`config.mk`:
```
export PLATFORM = sky130hd
export DESIGN_NAME = joy_db9_scanner
export DESIGN_NICKNAME = d
export VERILOG_FILES = /design/src/rtl/joy_db9_scanner.sv
export SDC_FILE = /design/constraint.sdc
export NUM_CORES = 1
export LEC_CHECK = 0
export CORE_UTILIZATION = 55
export DETAILED_ROUTE_END_ITERATION = 10
export HOLD_SLACK_MARGIN = 0.08
export PLACE_DENSITY = 0.74
export SLEW_MARGIN = 20
export SYNTH_ARGS = -nofsm -noshare
export SYNTH_HDL_FRONTEND = slang
export SYNTH_SLANG_ARGS = --single-unit
```
`constraint.sdc`:
```
create_clock -name clk -period 4.65 [get_ports clk]
set_clock_uncertainty 0.1 [all_clocks]
set_input_delay 0.465 -clock clk [delete_from_list [all_inputs] [get_ports clk]]
set_output_delay 0.465 -clock clk [all_outputs]
set_load 0.03 [all_outputs]
```
`src/rtl/joy_db9_scanner.sv`:
```
// DB9 joystick port scanner: drives the pin-7 select, demultiplexes Atari / Mega Drive
// 3-button pads over two select phases and debounces the result over whole scans.
module joy_db9_scanner #(
  parameter logic [15:0] CLK_MHZ  = 16'd50,
  parameter logic [15:0] SCAN_US  = 16'd10,
  parameter logic [3:0]  DEBOUNCE = 4'd3
) (
  input  logic       clk,
  input  logic       reset,
  input  logic       joyp1_i,
  input  logic       joyp2_i,
  input  logic       joyp3_i,
  input  logic       joyp4_i,
  input  logic       joyp6_i,
  input  logic       joyp9_i,
  output logic       joyp7_o,
  output logic [7:0] joy_state,
  output logic       md_pad,
  output logic       joy_changed,
  output logic       scan_done
);

  localparam logic [31:0] PHASE_LAST = ({16'd0, CLK_MHZ} * {16'd0, SCAN_US}) - 32'd1;

  typedef enum logic {PH_HI, PH_LO} phase_e;

  phase_e      state_q, state_d;
  logic [5:0]  syncMeta_q, syncPins_q;
  logic [31:0] presc_q, presc_d;
  logic [5:0]  hiBits_q, hiBits_d;
  logic [8:0]  cand_q, cand_d;
  logic [8:0]  out_q, out_d;
  logic [3:0]  matchCnt_q, matchCnt_d;
  logic        changed_q, changed_d;

  logic [5:0]  pinLow;
  logic        phaseEnd;
  logic        rawMd;
  logic [8:0]  scanVec;

  // Pins are packed {p9,p6,p4,p3,p2,p1}; idle level is high, so the synchroniser resets to 1.
  always_ff @(posedge clk or posedge reset) begin
    if (reset) begin
      syncMeta_q <= '1;
      syncPins_q <= '1;
    end else begin
      syncMeta_q <= {joyp9_i, joyp6_i, joyp4_i, joyp3_i, joyp2_i, joyp1_i};
      syncPins_q <= syncMeta_q;
    end
  end

  assign pinLow   = ~syncPins_q;
  assign phaseEnd = (presc_q == PHASE_LAST);
  assign rawMd    = pinLow[2] & pinLow[3];
  // Inverted pin order already matches {C,B,right,left,down,up}; an Atari pad has no A/Start.
  assign scanVec  = {rawMd, rawMd & pinLow[5], rawMd & pinLow[4], hiBits_q};

  always_comb begin
    state_d    = state_q;
    presc_d    = phaseEnd ? 32'd0 : presc_q + 32'd1;
    hiBits_d   = hiBits_q;
    cand_d     = cand_q;
    matchCnt_d = matchCnt_q;
    out_d      = out_q;
    changed_d  = 1'b0;
    joyp7_o    = (state_q == PH_HI);
    scan_done  = 1'b0;
    unique case (state_q)
      PH_HI: begin
        if (phaseEnd) begin
          hiBits_d = pinLow;
          state_d  = PH_LO;
        end
      end
      PH_LO: begin
        if (phaseEnd) begin
          state_d   = PH_HI;
          scan_done = 1'b1;
          if (scanVec != cand_q) begin
            cand_d     = scanVec;
            matchCnt_d = 4'd1;
          end else if (matchCnt_q < DEBOUNCE) begin
            matchCnt_d = matchCnt_q + 4'd1;
          end
          if (matchCnt_d == DEBOUNCE) begin
            out_d     = cand_d;
            changed_d = (cand_d != out_q);
          end
        end
      end
      default: state_d = PH_HI;
    endcase
  end

  always_ff @(posedge clk or posedge reset) begin
    if (reset) begin
      state_q    <= PH_HI;
      presc_q    <= 32'd0;
      hiBits_q   <= 6'd0;
      cand_q     <= 9'd0;
      matchCnt_q <= 4'd0;
      out_q      <= 9'd0;
      changed_q  <= 1'b0;
    end else begin
      state_q    <= state_d;
      presc_q    <= presc_d;
      hiBits_q   <= hiBits_d;
      cand_q     <= cand_d;
      matchCnt_q <= matchCnt_d;
      out_q      <= out_d;
      changed_q  <= changed_d;
    end
  end

  assign joy_state   = out_q[7:0];
  assign md_pad      = out_q[8];
  assign joy_changed = changed_q;

endmodule

```
After elaboration in Yosys (flattened, before gate mapping)
Index checks and enable logic that the tools add are counted.
Widths: inputs -> output; s select.
{"block": "word_totals", "register_bits": 74, "elab_cells": 39}
{"block": "op_classes", "addsub": 2, "n_lt_le_gt_ge": 1, "eq_ne": 4, "n_mux": 15, "n_bitwise": 5, "n_reduce_logical": 3}
{"op": "$add 32x1->32 const B", "n": 1}
{"op": "$eq 32x9->1 const B", "n": 1}
{"op": "$mux 32", "n": 1}
{"op": "$mux 9", "n": 3}
{"op": "$ne 9x9->1", "n": 2}
{"op": "$mux 4", "n": 4}
{"op": "$mux 1", "n": 6}
{"op": "$not 6->6", "n": 1}
{"op": "$add 4x1->4 const B", "n": 1}
{"op": "$eq 4x2->1 const B", "n": 1}
{"op": "$lt 4x2->1 const B", "n": 1}
{"op": "$reduce_and 2->1", "n": 2}
{"op": "$and 1x1->1", "n": 3}
{"op": "$reduce_and 3->1", "n": 1}
{"op": "$pmux 1 s2", "n": 1}
{"op": "$not 1->1", "n": 1}

Depth between registers and ports, before layout
Gate-level depths: netlist of run 1.
{"block": "depth", "depth_word": 11, "mapped_depth": 8, "mapped_depth_nobuf": 7}

Least setup slack after synthesis of run 1
Ideal clock, no wire load.
{"block": "synth_timing", "kind": "register -> register", "start": "register presc_q[0]", "end": "register cand_q[0]", "setup_ns": 0.125, "arrival_time_ns": 2.572, "required_ns": 4.425, "slack_ns": 1.853, "stages_incl_launch_ff": 8, "n_path_buf": 1, "period_less_slack_ns": 2.797, "path_cell_list": "dfrtp_1 > ha_1 > nor4b_1 > nand3_1 > nor4_2 > ha_1 > clkbuf_1 > mux2_2"}
{"block": "synth_between", "elab_chain_len": 2}
{"item": "start: declaration", "line_no": "29", "rtl": "logic [31:0] presc_q, presc_d;"}
{"item": "start signal: assignment", "line_no": "106", "rtl": "presc_q <= presc_d;"}
{"item": "$eq 32x9->1", "line_no": "53", "rtl": "assign phaseEnd = (presc_q == PHASE_LAST);"}
{"item": "$reduce_and 2->1 (no line)"}
{"item": "end signal: assignment", "line_no": "108", "rtl": "cand_q <= cand_d;"}
{"item": "end: declaration", "line_no": "31", "rtl": "logic [8:0] cand_q, cand_d;"}
No other way between the ends.
A chain may end at the register's enable or synchronous reset.

Worst setup path after layout of run 1
{"block": "layout_timing", "start": "register presc_q[0]", "end": "output port scan_done"}
{"block": "layout_between", "elab_chain_len": 3}
{"item": "$eq 32x9->1", "line_no": "53"}
{"item": "$mux 1", "line_no": "76", "rtl": "if (phaseEnd) begin"}
{"item": "$mux 1", "line_no": "68", "rtl": "unique case (state_q)"}
{"item": "end: declaration", "line_no": "20", "rtl": "output logic scan_done"}
No other way between the ends.

==> results.txt, run 1 <==
DR pass1 iterations: 5
Synth area leaders: dfrtp_1 (47%), dfstp_2 (9.6%), xnor2_1 (5.9%), xor2_1 (4.8%), mux2_4 (4.1%)
Htree depth: 3
Initial DRC Count: 59
Min Tclk post-route: 3.675 ns
Vias: 2,053
Final Max Slew Viols: 0
Max Cap Violations: 0
Die X: 79.32 um
Initial core utilization: 0.5828
Total negative slack: 0 ns
Top cell type's share of synthesized area: 0.4718
LEAKAGE: 1.787 nW
CP most frequent cell: ha_1
Logic pwr share: 0.021
Post-synth top area cell: dfrtp_1
CP endpoint: scan_done
# IOs: 20
Vias in the first global route: 2,082
Hold-fix buffers, CTS: 0
Area growth syn-to-layout: 15.53%
RSZ-0062 raised after global routing: no
Worst path cell trace: ha_1 -> nor4b_1 -> nand3_1 -> nor4_2 -> buf_4 -> ha_1 -> clkdlybuf4s50_1
Fmax achieved: 0.2721 GHz
FF-to-FF Start: presc_q[0]
Pin slew with the least headroom to its limit: 0.8408 ns
CP delay by family, top: buffers and inverters
Ant diodes: 0
Syn nets: 282
Post-synth cell types: 41
Die area: 6292 um^2
Final setup vio count: 0
Wirelength per Cell: 15.36 um
Routed Antenna Nets: 0
Mapped Cells: 270
Resize count post-CTS: 0
CP max stage delay: 0.77 ns
Worst R2R Setup Slack: 1.27 ns
Overall Global Routing Usage: 0.2177
Reg clk slew, reported paths: 0.07 ns
TritonCTS clock tree: yes
Crit Path Max Fanout: 13
TritonCTS Buffers: 9
First-pass GRT wire length: 10,110 um
Layout cells sized above 1: 0.1836
Post-synth design cell area: 3288 um^2
Clock Latency Late Sink: 0.35 ns
DR vias/cell: 5.446
#FFs+latches synth: 74
Internal power: 0.0009562 W
Core area: 5642 um^2
Switching power share of the total: 0.2168
YS warnings: 0
Critical Path AT: 3.11 ns
CP Depth: 7
Hold_ws: 0.2570 ns
Sequential share of power: 0.538
Syn_area_per_cell: 12.18 um^2
Port bufs: 19
Switching Power: 0.0002647 W
Post-layout net count: 312
Status: finished clean
Final-layout fill cell count: 405
Grt ovf: 0
Seq/Total Area, Yosys: 0.5677
Setup crit start kind: flip-flop
Final Hold Fails: 0
CTS max path bufs: 2
Root Driver: clkbuf_8
HP Class: flip-flop to flip-flop
Remaining design rule violation count: 0
HP Start: syncMeta_q[5]
Largest net degree at the start of global routing: 43
Clock sinks: 74
Footprint of the multi-input gates: 1376 um^2
Reg2Reg Depth: 8
CP max stage cell: clkdlybuf4s50_1
Pwr per Cell Area: 321.4 nW/um^2
Worst Path Buf+Inv: 2
Die outline height: 79.32 um
Final WL: 5791 um
Maximum VDD drop: 0.0002788 V
Worst setup EP type: output port
Row count: 27
Detail Placement HPWL: 3977 um
Reg-to-Reg End: out_q[6]
Final worst path period share: 0.7903
Final Wtd Congestion: 0.7654
Setup bufs post-CTS: 0
Kind of critical path: flip-flop to output port
Clock share of power: 0.441
CP startpoint: presc_q[0]
Relative slew slack: 0.4387
Seq. cell area: 1867 um^2
Initial antenna violation count: 0
Req. time, crit path: 4.09 ns
==> metal layers <==
| layer | wire, um | up-vias | global-route usage |
|---|---|---|---|
| met5 | 0 | - | 0 |
| met4 | 119 | 0 | 0.09818 |
| li1 | - | 1010 | - |
| met3 | 189 | 11 | 0.05747 |
| met1 | 2978 | 1005 | 0.3172 |
| met2 | 2504 | 27 | 0.3034 |
==> worst min path at each step <==
stage / slack [ns] / endpoint / cells after the start
finish: 0.26 / syncPins_q[5] / 0
global route: 0.26 / syncPins_q[2] / 0
CTS: 0.26 / syncPins_q[2] / 0
detailed placement: 0.25 / syncPins_q[0] / 0
global placement: 0.25 / syncPins_q[4] / 0
floorplan: 0.25 / syncPins_q[0] / 0
==> logic make-up after synthesis <==
logic type | count (synthesis) | synth area share
AO/OA/AOI/OAI | 24 | 0.05708
XOR/XNOR | 40 | 0.1065
AND/OR/NAND/NOR | 96 | 0.1553
adder cells (fa/ha/maj) | 4 | 0.01522
flip-flops | 74 | 0.5677
multiplexers | 22 | 0.08448
buffers and inverters | 10 | 0.01370
==> metrics by stage <==
stage	cell area, um^2	setup slack [ns]	utilization	total power [W]	instances
4_1_cts	3799	0.9572	0.6733	0.001240	377
3_3_place_gp	3572	1.474	0.6332	0.0006945	361
3_5_place_dp	3572	1.335	0.6332	0.0006955	361
6_report	3799	0.9750	0.6733	0.001221	377
5_1_grt	3799	0.7792	0.6733	0.001269	377
2_1_floorplan	3288	1.853	-	0.0006818	270
==> cell usage in the layout (no fill, tap or decap), drive strengths merged, types with 2 or more instances in the layout <==
master,count
o211ai,3
clkdlybuf4s50,19
and3,6
o22a,2
dfrtp,62
nand2,13
a21oi,6
mux2,19
nor4,6
clkbuf,13
ha,4
nand4,9
nand3,16
o21ai,2
dfstp,12
nor3,9
and2,4
mux2i,3
nor2,25
xor2,18
and4,3
o21a,2
a21boi,2
buf,3
xnor2,22
inv,9
==> cell type report <==
type,count,share of cell area
sequential,74,0.4914
inverter,7,0.006917
multi-input combinational,186,0.3623
clock buffer,13,0.05336
clock inverter,3,0.006258
timing repair buffer,22,0.05599
tap,72,0.02372
==> registers in the layout, indices dropped and copies added (netlist names) <==
name	cells
syncMeta_q	6
hiBits_q	6
cand_q	9
joy_changed	1
presc_q	32
matchCnt_q	4
syncPins_q	6
state_q	1
out_q	9
==> synth_stat cells (all sizes together) <==
master,count
and4,3
dfrtp,62
mux2,19
nand3,16
a31oi,1
mux2i,3
inv,7
a21boi,2
o21a,2
a2111oi,1
nand4,9
nor3b,1
nor4b,1
a22o,1
nand2,13
and3,6
a21oi,6
or2,1
buf,1
o211ai,3
and2,4
o22a,2
nor4,6
a211oi,1
o21ai,2
clkbuf,2
xnor2,22
nand4bb,1
a32o,1
ha,4
nor2,25
dfstp,12
nor3,9
nor2b,1
o32ai,1
xor2,18
a21o,1
==> power by group through the flow <==
| stage | clock network [W] | registers (W) | logic, W |
|---|---|---|---|
| after global placement | 0 | 0.000668 | 0.0000262 |
| after detailed placement | 0 | 0.000669 | 0.0000268 |
| after floorplan | 0 | 0.000667 | 0.0000146 |
| final | 0.000539 | 0.000656 | 0.0000257 |
| after global routing | 0.000582 | 0.000657 | 0.0000295 |
| after CTS | 0.000557 | 0.000656 | 0.0000268 |
==> worst reg2reg max path, cell delays in order, from the launching register on <==
cell and delay [ns]:
dfrtp_1 0.39, ha_1 0.23, nor4b_1 0.29, nand3_1 0.17, nor4_2 0.19, buf_4 0.21
ha_1 0.50, nand4bb_1 0.67, mux2_4 0.51
Power figures use the tool's default switching activity.
==> inputs of run 2 (changes only) <==
--- a/config.mk
+++ b/config.mk
@@ -5,7 +5,7 @@
 export SDC_FILE = /design/constraint.sdc
 export NUM_CORES = 1
 export LEC_CHECK = 0
-export CORE_UTILIZATION = 55
+export CORE_UTILIZATION = 53
 export DETAILED_ROUTE_END_ITERATION = 10
 export HOLD_SLACK_MARGIN = 0.08
 export PLACE_DENSITY = 0.74
==> constraint.sdc (replaced) <==
create_clock -name clk -period 3.2 [get_ports clk]
set_clock_uncertainty 0.1 [all_clocks]
set_input_delay 0.32 -clock clk [delete_from_list [all_inputs] [get_ports clk]]
set_output_delay 0.32 -clock clk [all_outputs]
set_load 0.03 [all_outputs]
==> results.txt, run 2 (synthesis results as in run 1) <==
Status: finished clean
Final Wtd Congestion: 0.7768 (+1.5%)
Detail Placement HPWL: 4171 um (+4.9%)
Footprint of the multi-input gates: 1376 um^2 (unchanged)
LEAKAGE: 1.786 nW (about the same)
Seq. cell area: 1867 um^2 (unchanged)
Reg2Reg Depth: 9 (+1)
Final-layout fill cell count: 478 (+18%)
DR pass1 iterations: 4 (-1)
CP delay by family, top: simple AND/OR/NAND/NOR gates
Worst setup EP type: output port
Req. time, crit path: 2.78 ns (-1.31 ns)
Pwr per Cell Area: 448.2 nW/um^2 (+39%)
Setup WS pre-CTS: 0.7211 ns (-0.6141 ns)
Ant diodes: 0 (unchanged)
Root Driver: clkbuf_8
Gr busiest metal: met1
Htree depth: 3 (unchanged)
Wirelength per Cell: 15.08 um (-1.9%)
HP Class: input port to async pin
Most frequent cells in the layout: dfrtp_1 (62), nor2_1 (25), xnor2_1 (22)
First-pass GRT wire length: 9701 um (-4.0%)
Resize count post-CTS: 0 (unchanged)
Setup crit start kind: flip-flop
Worst R2R Setup Slack: 0.73 ns (-0.54 ns)
Port bufs: 19 (unchanged)
Worst Path Buf+Inv: 2 (unchanged)
Area growth syn-to-layout: 15.53% (unchanged)
Hold-fix buffers, CTS: 0 (unchanged)
Final Max Slew Viols: 0 (unchanged)
Reg clk slew, reported paths: 0.08 ns (about the same)
Grt ovf: 0 (unchanged)
Max Cap Violations: 0 (unchanged)
RSZ-0062 raised after global routing: no
Final Hold Fails: 0 (unchanged)
Critical Path AT: 2.16 ns (-0.95 ns)
Min Tclk post-route: 2.579 ns
Remaining design rule violation count: 0 (unchanged)
TritonCTS clock tree: yes
Crit Path Max Fanout: 13 (unchanged)
Initial core utilization: 0.5521 (-0.03073)
Overall Global Routing Usage: 0.2046 (-0.01304)
Die outline height: 80.77 um (+1.8%)
Fmax achieved: 0.3877 GHz
Regs by FF count: presc_q (32), cand_q (9), out_q (9)
Pin slew with the least headroom to its limit: 0.5460 ns (-0.2948 ns)
Layout cells sized above 1: 0.1974 (+0.01380)
Clock sinks: 74 (unchanged)
Met2 Use GR: 0.2932 (-0.01023)
Clock Latency Late Sink: 0.35 ns (about the same)
Vias: 2,133 (+3.9%)
Routed Antenna Nets: 0 (unchanged)
Final WL: 5789 um (about the same)
Reg-to-Reg End: out_q[7]
Core area: 5956 um^2 (+5.6%)
Total negative slack: 0 ns (unchanged)
# IOs: 20 (unchanged)
Worst path cell trace: ha_1 -> nor4b_1 -> nand3_1 -> nor4_2 -> ha_1 -> buf_4 -> buf_4
Number of flip-flops in the largest register: 32 (unchanged)
Relative slew slack: 0.6355 (+0.1968)
Post-layout net count: 316 (+1.3%)
Die X: 80.77 um (+1.8%)
Initial antenna violation count: 0 (unchanged)
Row count: 28 (+3.7%)
Maximum VDD drop: 0.0003551 V (+27%)
Most common cell after layout, fill and taps aside: dfrtp_1
Initial DRC Count: 104 (+76%)
Final worst path period share: 0.8061
Kind of critical path: flip-flop to output port
Largest net degree at the start of global routing: 29 (-33%)
Setup bufs post-CTS: 0 (unchanged)
FF-to-FF Start: presc_q[0]
CP max stage cell: dfrtp_1
Power Total: 0.001702 W (+39%)
CTS max path bufs: 2 (unchanged)
Hold_ws: 0.2350 ns (-0.02199 ns)
Die area: 6523 um^2 (+3.7%)
Final setup vio count: 0 (unchanged)
Reg with most FFs: presc_q
Worst setup margin: 0.6206 ns (-0.3544 ns)
Vias in the first global route: 2,058 (-1.2%)
Global Route met1 Usage: 0.2955 (-0.02168)
DR vias/cell: 5.555 (+2.0%)
Met3 Use GR: 0.04607 (-0.01140)
CP max stage delay: 0.39 ns (-0.38 ns)
TritonCTS Buffers: 9 (unchanged)
## run 2: report_power, final
| part | total (W) | switching (W) | internal, W |
|---|---|---|---|
| registers | 0.000954 | 0.00000521 | 0.000948 |
| logic | 0.0000380 | 0.0000243 | 0.0000137 |
| clock network | 0.000711 | 0.000350 | 0.000361 |
| total | 0.00170 | 0.000379 | 0.00132 |
## run 2: how the worst max path moves through the flow
stage                     start        end  slack [ns]  cells past startpoint
detailed placement   presc_q[0]   out_q[4]        0.72                      9
floorplan            presc_q[0]  cand_q[0]        0.40                      7
global placement    presc_q[22]   out_q[6]        0.78                      8
CTS                  presc_q[0]  scan_done        0.59                      7
global route        presc_q[22]  scan_done        0.37                      6
finish               presc_q[0]  scan_done        0.62                      7
## run 2: layout make-up
| cell class | count | area share |
|---|---|---|
| multi-input cells | 186 | 0.3623 |
| inverters | 7 | 0.006917 |
| repair buffers | 26 | 0.06324 |
| flip-flops and latches | 74 | 0.4914 |
| well taps | 75 | 0.02470 |
| clock inverters | 6 | 0.01779 |
| clock buffers | 10 | 0.03360 |
## run 2: per-stage QoR
step | util | cell area [um^2] | cells
after global routing | 0.6378 | 3799 | 384
after floorplan | - | 3288 | 270
final | 0.6378 | 3799 | 384
after global placement | 0.6050 | 3603 | 368
after detailed placement | 0.6050 | 3603 | 368
after CTS | 0.6378 | 3799 | 384
## run 2: routing by layer
| metal | wire (um) | share of wire | up-vias |
|---|---|---|---|
| met5 | 0 | 0 | - |
| met1 | 2866 | 0.50 | 1063 |
| met2 | 2653 | 0.46 | 38 |
| met3 | 202 | 0.035 | 7 |
| met4 | 66 | 0.011 | 0 |
| li1 | - | - | 1025 |
==> inputs of run 3 (changes only) <==
--- a/config.mk
+++ b/config.mk
@@ -5,7 +5,7 @@
 export SDC_FILE = /design/constraint.sdc
 export NUM_CORES = 1
 export LEC_CHECK = 0
-export CORE_UTILIZATION = 53
+export CORE_UTILIZATION = 55
 export DETAILED_ROUTE_END_ITERATION = 10
 export HOLD_SLACK_MARGIN = 0.08
 export PLACE_DENSITY = 0.74
==> constraint.sdc (replaced) <==
create_clock -name clk -period 2.5 [get_ports clk]
set_clock_uncertainty 0.1 [all_clocks]
set_input_delay 0.25 -clock clk [delete_from_list [all_inputs] [get_ports clk]]
set_output_delay 0.25 -clock clk [all_outputs]
set_load 0.03 [all_outputs]
==> results.txt, run 3 (synthesis results as in run 1) <==
Status: finished clean
Crit Path Max Fanout: 10 (-3)
Vias in the first global route: 2,074 (+0.78%)
Layout Cells excl Fill: 398 (+3.6%)
Worst path cell trace: nor4_1 -> nand4_1 -> nor4_4 -> ha_2 -> buf_8 -> buf_6
CTS max path bufs: 2 (unchanged)
Layout cells sized above 1: 0.2638 (+0.06639)
First-pass GRT wire length: 10,270 um (+5.9%)
LEAKAGE: 1.914 nW (+7.2%)
Maximum VDD drop: 0.0004374 V (+23%)
Most common cell after layout, fill and taps aside: dfrtp_1
Clock Latency Late Sink: 0.35 ns (about the same)
Wirelength per Cell: 15.65 um (+3.8%)
Final WL: 6228 um (+7.6%)
CP delay by family, top: simple AND/OR/NAND/NOR gates
Layout Utilization: 0.7175 (+0.07964)
Initial core utilization: 0.5828 (+0.03073)
Grt ovf: 0 (unchanged)
Row count: 27 (-3.6%)
Critical Path AT: 2.08 ns (-0.08 ns)
Initial antenna violation count: 0 (unchanged)
Most frequent cells in the layout: dfrtp_1 (62), nor2_1 (25), xnor2_1 (22)
Worst R2R Setup Slack: 0.08 ns (-0.65 ns)
Final setup vio count: 0 (unchanged)
Min Tclk post-route: 2.426 ns
Final Hold Fails: 0 (unchanged)
Number of flip-flops in the largest register: 32 (unchanged)
Initial DRC Count: 249 (+140%)
Setup crit start kind: flip-flop
CP max stage delay: 0.41 ns (+0.02 ns)
Die X: 79.32 um (-1.8%)
TritonCTS Buffers: 9 (unchanged)
Reg clk slew, reported paths: 0.08 ns (about the same)
CP max stage cell: dfrtp_1
Post-layout net count: 333 (+5.4%)
# IOs: 20 (unchanged)
Worst setup EP type: output port
Regs by FF count: presc_q (32), cand_q (9), out_q (9)
Overall Global Routing Usage: 0.2171 (+0.01244)
Relative slew slack: 0.6989 (+0.06337)
Vias: 2,189 (+2.6%)
DR vias/cell: 5.500 (-0.98%)
Cells after DPL: 375 (+1.9%)
DR pass1 iterations: 4 (unchanged)
Reg-to-Reg End: out_q[5]
Max Cap Violations: 0 (unchanged)
Remaining design rule violation count: 0 (unchanged)
Die area: 6292 um^2 (-3.5%)
TritonCTS clock tree: yes
Clock sinks: 74 (unchanged)
Core area: 5642 um^2 (-5.3%)
Die outline height: 79.32 um (-1.8%)
Final worst path period share: 0.9703
Port bufs: 19 (unchanged)
Reg2Reg Depth: 8 (-1)
Reg with most FFs: presc_q
Pwr per Cell Area: 575.3 nW/um^2 (+28%)
Routed Antenna Nets: 0 (unchanged)
Final Max Slew Viols: 0 (unchanged)
Root Driver: clkbuf_8
RSZ-0062 raised after global routing: yes
Req. time, crit path: 2.15 ns (-0.63 ns)
Largest net degree at the start of global routing: 32 (+10%)
Worst Path Buf+Inv: 2 (unchanged)
Detail Placement HPWL: 4171 um (about the same)
FF-to-FF Start: presc_q[25]
Power Total: 0.002329 W (+37%)
Ant diodes: 0 (unchanged)
Area growth syn-to-layout: 23.10%
HP Class: input port to async pin
Final Wtd Congestion: 0.7789 (+0.27%)
Kind of critical path: flip-flop to output port
Fmax achieved: 0.4122 GHz
Pin slew with the least headroom to its limit: 0.4503 ns (-0.09566 ns)
Htree depth: 3 (unchanged)
## run 3: repair_timing
action | CTS | global route
hold buffers | 0 | 0
setup buffers | 3 | 3
resized for setup | 4 | 10
cloned | 0 | 1
pin swaps | 4 | 5
hold endpoints to repair | 0 | 0
setup endpoints to repair | 1 | 10
## run 3: per-layer routing
layer	vias up	track usage	share of wire
met5	-	0	0
met3	7	0.03563	0.034
li1	1046	-	-
met2	39	0.3103	0.45
met1	1097	0.3260	0.51
met4	0	0.09091	0.0095
## run 3: worst reg2reg max path: cells and delay by family, from the launching register on
family	cells	cell delay (ns)
buffers and inverters	2	0.32
muxes	1	0.29
and+or+nand+nor	4	0.92
adders and majority gates	1	0.26
DFF	1	0.41
## run 3: area by class of cell
cell class,count,area (um^2)
clock buffers,11,141.4
fillers,381,1594
flip-flops and latches,74,1867
multi-input cells,186,1438
inverters,7,26.28
repair buffers,43,399.1
well taps,72,90.09
clock inverters,5,86.33
## run 3: worst max-delay path by stage
stage,from,cells past startpoint,end
floorplan,presc_q[0],7,cand_q[0]
global placement,presc_q[0],8,out_q[3]
detailed placement,presc_q[0],8,out_q[2]
CTS,presc_q[1],7,scan_done
global route,presc_q[28],6,scan_done
finish,presc_q[25],6,scan_done
## run 3: report_power, final
part           switching [W]  total [W]  internal (W)
combinational      0.0000329  0.0000542     0.0000213
clock               0.000457    0.00105      0.000597
sequential        0.00000653    0.00122       0.00121
total               0.000496    0.00233       0.00183
## run 3: stage by stage
| stage | setup WS [ns] | instance area, um^2 | hold WS, ns | TNS (ns) |
|---|---|---|---|---|
| after detailed placement | 0.1193 | 3699 | 0.2468 | 0 |
| after floorplan | 0.02887 | 3301 | 0.1545 | 0 |
| after CTS | 0.02156 | 3968 | 0.1029 | 0 |
| after global placement | 0.2043 | 3699 | 0.2456 | 0 |
| final | 0.07417 | 4048 | 0.1012 | 0 |
| after global routing | -0.02755 | 4048 | 0.1452 | -0.05339 |
